[src/rtl/clk_div_prog_if.sv]
// rtl/clk_div_prog_if.sv - control and status bundle for the programmable clock divider
interface clk_div_prog_if #(
  parameter int CNT_W = 8
);
  logic             en;
  logic             div_load;
  logic [CNT_W-1:0] div_val;
  logic             duty50;
  logic             clk_out;
  logic             tick;
  logic [CNT_W-1:0] div_cur;
  logic             err;

  modport master (
    output en, div_load, div_val, duty50,
    input  clk_out, tick, div_cur, err
  );

  modport slave (
    input  en, div_load, div_val, duty50,
    output clk_out, tick, div_cur, err
  );
endinterface

[src/rtl/clk_div_prog.sv]
// rtl/clk_div_prog.sv - programmable integer clock divider with glitch-free ratio change
module clk_div_prog #(
  parameter int CNT_W    = 8,
  parameter int DIV_INIT = 3
) (
  input  logic           clk,
  input  logic           reset_n,
  clk_div_prog_if.slave  bus
);

  localparam logic [CNT_W-1:0] INIT_V = CNT_W'(DIV_INIT);
  localparam logic [CNT_W-1:0] MIN_V  = CNT_W'(2);
  localparam logic [CNT_W-1:0] ONE_V  = CNT_W'(1);

  logic [CNT_W-1:0] cnt, cnt_nx;
  logic [CNT_W-1:0] div_act, div_act_nx;
  logic [CNT_W-1:0] div_pend, div_pend_nx;
  logic [CNT_W-1:0] nxt;
  logic [CNT_W-1:0] half;
  logic [CNT_W-1:0] last;
  logic [CNT_W:0]   cnt_inc;
  logic             running, running_nx;
  logic             q_p, q_p_nx;
  logic             q_n;
  logic             err_r, err_nx;
  logic             load_ok;
  logic             load_bad;
  logic             at_end;

  // Decode the ratio load and derive period landmarks; half is (N+1)>>1 without a carry bit
  always_comb begin
    load_ok  = bus.div_load && (bus.div_val >= MIN_V);
    load_bad = bus.div_load && (bus.div_val < MIN_V);
    nxt      = load_ok ? bus.div_val : div_pend;
    half     = (div_act >> 1) + {{(CNT_W-1){1'b0}}, div_act[0]};
    last     = div_act - ONE_V;
    at_end   = running && (cnt == last);
    cnt_inc  = {1'b0, cnt} + {{CNT_W{1'b0}}, 1'b1};
  end

  // Next-state: idle / start / boundary / count; a same-cycle legal load wins at a boundary
  always_comb begin
    cnt_nx      = cnt;
    q_p_nx      = q_p;
    running_nx  = running;
    div_act_nx  = div_act;
    div_pend_nx = load_ok ? bus.div_val : div_pend;
    err_nx      = err_r | load_bad;
    if (!bus.en) begin
      cnt_nx     = '0;
      q_p_nx     = 1'b0;
      running_nx = 1'b0;
    end else if (!running) begin
      cnt_nx     = '0;
      q_p_nx     = 1'b1;
      running_nx = 1'b1;
      div_act_nx = nxt;
    end else if (at_end) begin
      cnt_nx     = '0;
      q_p_nx     = 1'b1;
      div_act_nx = nxt;
    end else begin
      cnt_nx = cnt_inc[CNT_W-1:0];
      q_p_nx = (cnt_inc < {1'b0, half});
    end
  end

  // Posedge state register; reset clears immediately so clk_out drops without a clock edge
  always_ff @(posedge clk or negedge reset_n) begin
    if (!reset_n) begin
      cnt      <= '0;
      running  <= 1'b0;
      q_p      <= 1'b0;
      div_act  <= INIT_V;
      div_pend <= INIT_V;
      err_r    <= 1'b0;
    end else begin
      cnt      <= cnt_nx;
      running  <= running_nx;
      q_p      <= q_p_nx;
      div_act  <= div_act_nx;
      div_pend <= div_pend_nx;
      err_r    <= err_nx;
    end
  end

  // Half-cycle delayed copy of q_p; ANDing it in trims half a cycle off odd-N high phases
  always_ff @(negedge clk or negedge reset_n) begin
    if (!reset_n) begin
      q_n <= 1'b0;
    end else begin
      q_n <= q_p;
    end
  end

  // Outputs derive from flops only; duty50 is read live
  always_comb begin
    bus.clk_out = (bus.duty50 && div_act[0]) ? (q_p & q_n) : q_p;
    bus.tick    = at_end;
    bus.div_cur = div_act;
    bus.err     = err_r;
  end

endmodule

[src/flat_wrapper.sv]
// flat-port wrapper written by rule: the top's interface ports become plain ports
module clk_div_prog_flat 
#(
  parameter int CNT_W    = 8,
  parameter int DIV_INIT = 3
)
  (clk, reset_n, bus_en, bus_div_load, bus_div_val, bus_duty50, bus_clk_out, bus_tick, bus_div_cur, bus_err);
  clk_div_prog_if #(.CNT_W(CNT_W)) bus_i ();
  input  logic clk;
  input  logic reset_n;
  input wire logic [$bits(bus_i.en)-1:0] bus_en;
  input wire logic [$bits(bus_i.div_load)-1:0] bus_div_load;
  input wire logic [$bits(bus_i.div_val)-1:0] bus_div_val;
  input wire logic [$bits(bus_i.duty50)-1:0] bus_duty50;
  output wire logic [$bits(bus_i.clk_out)-1:0] bus_clk_out;
  output wire logic [$bits(bus_i.tick)-1:0] bus_tick;
  output wire logic [$bits(bus_i.div_cur)-1:0] bus_div_cur;
  output wire logic [$bits(bus_i.err)-1:0] bus_err;
  assign bus_i.en = bus_en;
  assign bus_i.div_load = bus_div_load;
  assign bus_i.div_val = bus_div_val;
  assign bus_i.duty50 = bus_duty50;
  assign bus_clk_out = bus_i.clk_out;
  assign bus_tick = bus_i.tick;
  assign bus_div_cur = bus_i.div_cur;
  assign bus_err = bus_i.err;
  clk_div_prog #(.CNT_W(CNT_W), .DIV_INIT(DIV_INIT)) u_core (.clk(clk), .reset_n(reset_n), .bus(bus_i));
endmodule
[config.mk]
export PLATFORM = sky130hd
export DESIGN_NAME = clk_div_prog_flat
export DESIGN_NICKNAME = d
export VERILOG_FILES = /design/src/rtl/clk_div_prog_if.sv /design/src/rtl/clk_div_prog.sv /design/src/flat_wrapper.sv
export SDC_FILE = /design/constraint.sdc
export NUM_CORES = 1
export LEC_CHECK = 0
export ABC_AREA = 1
export BUFFER_PORTS_ARGS = -buffer_cell sky130_fd_sc_hd__buf_2
export CAP_MARGIN = 5
export CORE_UTILIZATION = 41
export CTS_CLUSTER_SIZE = 28
export DETAILED_ROUTE_END_ITERATION = 10
export PLACE_DENSITY = 0.59
export REMOVE_ABC_BUFFERS = 1
export SYNTH_ARGS = -nofsm -noshare
export SYNTH_HDL_FRONTEND = slang
export SYNTH_SLANG_ARGS = --single-unit
[constraint.sdc]
create_clock -name clk -period 1.95 [get_ports clk]
set_input_delay 0.4875 -clock clk [delete_from_list [all_inputs] [get_ports clk]]
set_output_delay 0.4875 -clock clk [all_outputs]
set_load 0.005 [all_outputs]
==> run summary, run 1 <==
CTS tree = yes
Clk slew on worst S/H paths = 0.10 ns
CP startpoint kind = flop
CP Class = flop to output pin
Fill cells = 402
Worst rel slew slack = 70.38%
Avg Cell Area, Syn = 7.386 um2
Pre-antenna DRT Iters = 4
Critical Path End Type = output pin
Status = finished, violations left
H-tree Lvls = 1
Max-cap violations = 0
Unrepaired setup endpoints after global routing = true
Critical path arrival = 1.86 ns
Die height = 68.84 um
Setup violators final = 4
Cells after Synth = 248
Total congestion overflow = 0
Register area share after synthesis = 38.52%
Initial core utilization = 44.20%
Final Max Slew Viols = 0
Clock sink total = 28
Setup Skew = 0.005439 ns
Crit path max fanout = 1
Post-synthesis compound-gate area fraction = 4.235%
Required @ worst endpoint = 1.46 ns
DRT antenna net count = 0
Largest family of logic cells by synthesized area = simple AND/OR/NAND/NOR gates
Mux share of post-synthesis cell area = 0%
Post-Route Setup TNS = -0.9850 ns
Pin count of the biggest net entering global routing = 28
Post-Synth Adder-Cell Area = 7.514%
Die area = 4739 um2
Fin crit period = 2.351 ns
Placed insts = 334
Yosys reg bits = 28
Final Hold Viols = 0
Post-route setup slack = -0.4010 ns
Die Wd = 68.84 um
Post-detailed-route wirelength per cell = 11.89 um
Fin crit share = 120.6%
Leakage = 0.001235 uW
Io pins = 24
Max clock buf depth = 2
Non-Filler Instances = 341
Vias in the first global route = 1488
CTS buffer count = 3
Main flop type after synthesis = dfrtp_1
Core box area = 4144 um2
Most frequent cells after synthesis = nand2_1, inv_1, nor2_1
P&R area growth vs syn = 27.32%
Share of the synthesized area in the top cell type = 31.42%
Distinct cells, synth = 27
Hold bufs inserted after CTS = 0
Global Route Usage Sum = 19.27%
Post-synth EDFFs = 0
R2R Setup Slk = -0.17 ns
Top cells by area, synth = dfrtp_1, nand2_1, ha_1
Hpwl dp = 3023 um
Post-synthesis simple-gate area fraction = 33.81%
Post-synthesis xor/xnor area fraction = 7.172%
Power per Cell Area = 734.9 nW/um2
Total Power = 1714 uW
DRC viols = 0
Post-route cell area = 2332 um2
Vias = 1587
Ratio of cells with drive above 1 in the final layout = 25.77%
Antenna diodes = 0
Warnings, synthesis = 0
Async set-reset flop share out of synthesis = 100.0%
Clk root buf = clkbuf_8
Failing checks = setup timing
Worst skew pair latency = 0.28 ns
Synthesized area = 1832 um2
Site Rows = 23
Post-DP Area = 2130 um2
First-pass GRT wire length = 6741 um
IO buf count = 23
Peak VDD IR = 0.0003679 V
DR iter-0 viols = 93
Layout Nets = 316
Routed Wire Length = 4053 um
Slew @ Worst Pin = 0.4444 ns
Top-count cell post-synth = nand2_1
Hold Path Class = input port to asynchronous set/reset pin
GPL Wtd Cong = 0.8486
DR vias/cell = 4.654
Initial antenna violation count = 0
FMAX = 427.1 MHz
Dominant cell type by area after synthesis = dfrtp_1
## registers in the layout, summed over array words and instances (netlist names)
name	count
u_core.bus.div_cur	8
u_core.bus.err	1
u_core.cnt	8
u_core.div_pend	8
u_core.q_n	1
u_core.q_p	1
u_core.running	1
## report_power, final
group          switching, uW  internal, uW  total, uW  leakage [uW]
Clock                    195           275        470     0.0000357
Combinational            285           251        536      0.000850
Sequential              68.7           640        709      0.000349
Total                    549          1170       1710       0.00123
## cell usage in the layout, fill, tap and decap left out
cell / synthesis / layout
xor2_2: 0 / 1
inv_2: 2 / 4
inv_1: 30 / 28
nor2_1: 29 / 25
clkbuf_8: 0 / 3
nand2_8: 0 / 2
dfrtn_1: 1 / 1
xnor2_1: 3 / 3
nor2_4: 1 / 1
nand4_1: 1 / 1
a21oi_1: 3 / 2
nand3_2: 2 / 1
nor3_1: 1 / 1
o21bai_1: 1 / 1
buf_12: 0 / 2
nor3b_1: 2 / 2
o21ai_0: 8 / 8
nand3_1: 17 / 16
dfstp_2: 4 / 4
nand2_1: 86 / 84
xor2_1: 12 / 11
ha_1: 11 / 8
nor2_2: 1 / 5
buf_2: 2 / 23
ha_4: 0 / 3
buf_6: 2 / 2
bufinv_16: 0 / 1
buf_4: 1 / 17
a21oi_2: 0 / 1
nand3_4: 0 / 2
dfrtp_1: 23 / 23
nand2_2: 0 / 2
o21a_1: 1 / 1
a21o_1: 1 / 1
nor3_4: 1 / 1
## final timing paths
check                      depth (start not counted)                 end                  start
max                                                2         bus_clk_out             u_core.q_n
min                                                2       u_core.cnt[2]                reset_n
max reg2reg                                       15          u_core.q_p  u_core.bus.div_cur[0]
min reg2reg                                        1      u_core.bus.err         u_core.bus.err
max in group asynchronous                          1          u_core.q_n                reset_n
min in group clk                                   3  u_core.div_pend[0]         bus_div_val[0]
## metrics by stage
| step | setup slack, ns | util (%) | hold slack [ns] |
|---|---|---|---|
| after floorplan | -0.07732 | - | 0.1919 |
| after global placement | -0.2414 | 51.39 | 0.4338 |
| after detailed placement | -0.2225 | 51.39 | 0.4390 |
| after CTS | -0.4120 | 55.10 | 0.2325 |
| after global routing | -0.5471 | 56.28 | 0.2647 |
| final | -0.4010 | 56.28 | 0.2161 |
## cell type report
class / instances / area (um2) / area share (%)
inverters: 32 / 120.1 / 5.150
clock buffers: 3 / 41.29 / 1.770
well taps: 50 / 62.56 / 2.682
clock inverters: 1 / 30.03 / 1.288
multi-input cells: 183 / 1067 / 45.76
flip-flops and latches: 28 / 705.7 / 30.26
repair buffers: 44 / 305.3 / 13.09
## what timing repair did
item,in CTS,in global routing
setup endpoints to repair,19,19
setup buffers,2,1
pin swaps,7,6
gates resized for setup,12,11
## per-layer routing
| metal | track usage [%] | vias to the layer above | wire, um |
|---|---|---|---|
| met5 | 0 | - | 0 |
| met4 | 3.827 | 0 | 23 |
| met3 | 1.974 | 2 | 97 |
| met2 | 32.40 | 20 | 1923 |
| met1 | 26.68 | 719 | 2009 |
| li1 | - | 846 | - |
## kinds of logic after synthesis
group	count (synthesis)
fa+ha+maj	11
xor+xnor	15
buf+inv	37
flops	28
simple gates	143
compound gates	14
## critical path: stages, from the launching register on
cell     delay, ns
dfrtn_1       0.33
o21a_1        0.16
buf_2         0.12
Power figures use the tool's default switching activity.
==> run 2: changes to the inputs <==
ABC_AREA = default   (was 1)
GPL_TIMING_DRIVEN = 0   (was default)
PLACE_DENSITY = 0.6   (was 0.59)
==> run 2 against run 1 <==
Against the previous run: the run still ends with setup timing left; clock power about the same; critical path depth up 4; hold slack worse by 0.012 ns; first-iteration DRC count down 25%; clock skew about the same; cell area down 11%; worst setup slack worse by 0.21 ns; critical path type unchanged; largest cell class unchanged; largest power group unchanged; highest routed layer unchanged.
==> run summary, run 2 <==
Status = finished, violations left (unchanged)
Failing checks = setup timing (unchanged)
Share of the synthesized area in the top cell type = 34.74% (was 31.42%)
Warnings, synthesis = 0 (unchanged)
Initial antenna violation count = 0 (unchanged)
Yosys reg bits = 28 (unchanged)
Final Hold Viols = 0 (unchanged)
Final Max Slew Viols = 0 (unchanged)
Critical path arrival = 2.07 ns (was 1.86 ns)
Initial core utilization = 43.93% (was 44.20%)
Fin crit share = 131.2% (was 120.6%)
CTS buffer count = 3 (unchanged)
CP startpoint kind = flop (unchanged)
Worst rel slew slack = 58.65% (was 70.38%)
IO buf count = 23 (unchanged)
GPL Wtd Cong = 0.8542 (was 0.8486)
Hpwl dp = 2604 um (was 3023 um)
Setup Skew = 0.005052 ns (was 0.005439 ns)
Max-cap violations = 0 (unchanged)
Util after Layout = 55.28% (was 56.28%)
Dominant cell type by area after synthesis = dfrtp_1 (unchanged)
Async set-reset flop share out of synthesis = 100.0% (unchanged)
Leakage = 0.0009556 uW (was 0.001235 uW)
DR vias/cell = 5.574 (was 4.654)
Avg Cell Area, Syn = 10.48 um2 (was 7.386 um2)
Die Wd = 65.57 um (was 68.84 um)
Total congestion overflow = 0 (unchanged)
Met1 usage = 26.56% (was 26.68%)
CP Class = flop to output pin (unchanged)
Synthesized area = 1657 um2 (was 1832 um2)
Commonest non-fill, non-tap cell in the layout = buf_2 (was nand2_1)
Distinct cells, synth = 39 (was 27)
Register area share after synthesis = 42.60% (was 38.52%)
Die area = 4299 um2 (was 4739 um2)
Post-route setup slack = -0.6075 ns (was -0.4010 ns)
Slew @ Worst Pin = 0.6202 ns (was 0.4444 ns)
Pre-antenna DRT Iters = 4 (unchanged)
Met3 Use GR = 2.951% (was 1.974%)
Io pins = 24 (unchanged)
Max clock buf depth = 2 (unchanged)
Hold slack = 0.2040 ns (was 0.2161 ns)
Power per Cell Area = 890.8 nW/um2 (was 734.9 nW/um2)
Clk slew on worst S/H paths = 0.10 ns (about the same)
Post-detailed-route wirelength per cell = 16.00 um (was 11.89 um)
Post-DP Area = 1802 um2 (was 2130 um2)
Vias in the first global route = 1366 (was 1488)
Hold bufs inserted after CTS = 0 (unchanged)
Most frequent cells after synthesis = dfrtp_1, ha_1, nor2_1, xnor2_1 (was nand2_1, inv_1, nor2_1)
Ratio of cells with drive above 1 in the final layout = 36.36% (was 25.77%)
Global Route Usage Sum = 20.39% (was 19.27%)
Peak VDD IR = 0.0003234 V (was 0.0003679 V)
Fin crit period = 2.558 ns (was 2.351 ns)
Clock sink total = 28 (unchanged)
Post-route cell area = 2085 um2 (was 2332 um2)
FMAX = 391.0 MHz (was 427.1 MHz)
Layout Nets = 212 (was 316)
Required @ worst endpoint = 1.46 ns (about the same)
Routed Wire Length = 3761 um (was 4053 um)
P&R area growth vs syn = 25.83% (was 27.32%)
Core box area = 3771 um2 (was 4144 um2)
Pin count of the biggest net entering global routing = 29 (was 28)
Crit path max fanout = 5 (was 1)
Unrepaired setup endpoints after global routing = true (unchanged)
First-pass GRT wire length = 6541 um (was 6741 um)
Site Rows = 22 (was 23)
DRC viols = 0 (unchanged)
DR iter-0 viols = 70 (was 93)
H-tree Lvls = 1 (unchanged)
Cells after Synth = 158 (was 248)
Top-count cell post-synth = dfrtp_1 (was nand2_1)
Clk root buf = clkbuf_8 (unchanged)
Top cells by area, synth = dfrtp_1, ha_1, dfstp_2 (was dfrtp_1, nand2_1, ha_1)
Met2 Use GR = 33.12% (was 32.40%)
Post-synth EDFFs = 0 (unchanged)
Hold Path Class = input port to asynchronous set/reset pin (unchanged)
Die height = 65.57 um (was 68.84 um)
Pre-CTS setup slack = -0.8974 ns (was -0.2225 ns)
Main flop type after synthesis = dfrtp_1 (unchanged)
R2R Setup Slk = -0.50 ns (was -0.17 ns)
DRT antenna net count = 0 (unchanged)
Setup violators final = 19 (was 4)
Vias = 1310 (was 1587)
Critical Path End Type = output pin (unchanged)
Gr busiest metal = met2 (unchanged)
CTS tree = yes (unchanged)
Antenna diodes = 0 (unchanged)
Commonest cells after routing, fill and taps aside = buf_2, dfrtp_1, xnor2_1 (was nand2_1, inv_1, nor2_1)
Worst skew pair latency = 0.28 ns (about the same)
run 2: cell types whose count changed after synthesis, sizes merged, moves of 4 or more:
cell | before | now
nand2 | 88 | 5
inv | 32 | 6
nor2 | 31 | 10
nand3 | 19 | 9
mux2 | 0 | 9
nor2b | 0 | 9
a22o | 0 | 7
xnor2 | 3 | 10
clkbuf | 0 | 4
o21ai | 8 | 4
run 2: cell type report:
type | count | area, um2
repair buffers | 32 | 206.4
fillers | 328 | 1687
clock inverters | 1 | 30.03
well taps | 48 | 60.06
clock buffers | 3 | 41.29
inverters | 6 | 22.52
multi-input cells | 117 | 1017
flip-flops and latches | 28 | 706.9
run 2: worst max-delay path, cell delays in order (launching register included):
cell and delay [ns]:
dfstp_2 0.58, inv_2 0.06, ha_4 0.17, or3_4 0.36, a31o_4 0.24, nor4_2 0.24
buf_2 0.15
run 2: logic make-up after synthesis:
family,share of synthesized area [%]
and+or+nand+nor,16.62
AOI/OAI and AO/OA,13.14
DFF,42.60
xor gates and xnor gates,10.05
buffers and inverters,3.172
adders and majority gates,8.308
muxes,6.118
run 2: timing repair:
action                                  CTS  global route
buffers inserted                          8             2
resized for setup                        15            17
endpoints found under the setup margin   19            19
pin swaps                                 8             7
run 2: per-layer routing:
| metal | up-vias | part of all wire (%) |
|---|---|---|
| met5 | - | 0 |
| met4 | 0 | 2.6 |
| met3 | 11 | 3.3 |
| met2 | 34 | 50 |
| met1 | 640 | 44 |
| li1 | 625 | - |
run 2: metrics by stage:
stage               power [uW]  setup TNS (ns)  instances
finish                    1857          -6.636        235
global route              1971          -7.904        235
CTS                       1821          -6.748        234
detailed placement        1222          -15.20        222
global placement          1206          -14.31        222
floorplan                 1060          -8.376        151
run 2: worst paths after layout:
check / start / cells after the start / to
min in group clk: bus_en / 1 / u_core.running
worst max-delay path: u_core.bus.div_cur[1] / 6 / bus_tick
max in group asynchronous: reset_n / 1 / u_core.q_n
worst min-delay path: reset_n / 1 / u_core.running
worst max register to register: u_core.bus.div_cur[1] / 11 / u_core.q_p
worst min register to register: u_core.bus.err / 1 / u_core.bus.err
run 2: where the power goes:
part           internal (uW)  switching (uW)
clock network            275             197
logic                    332             299
registers                654             100
total                   1260             596
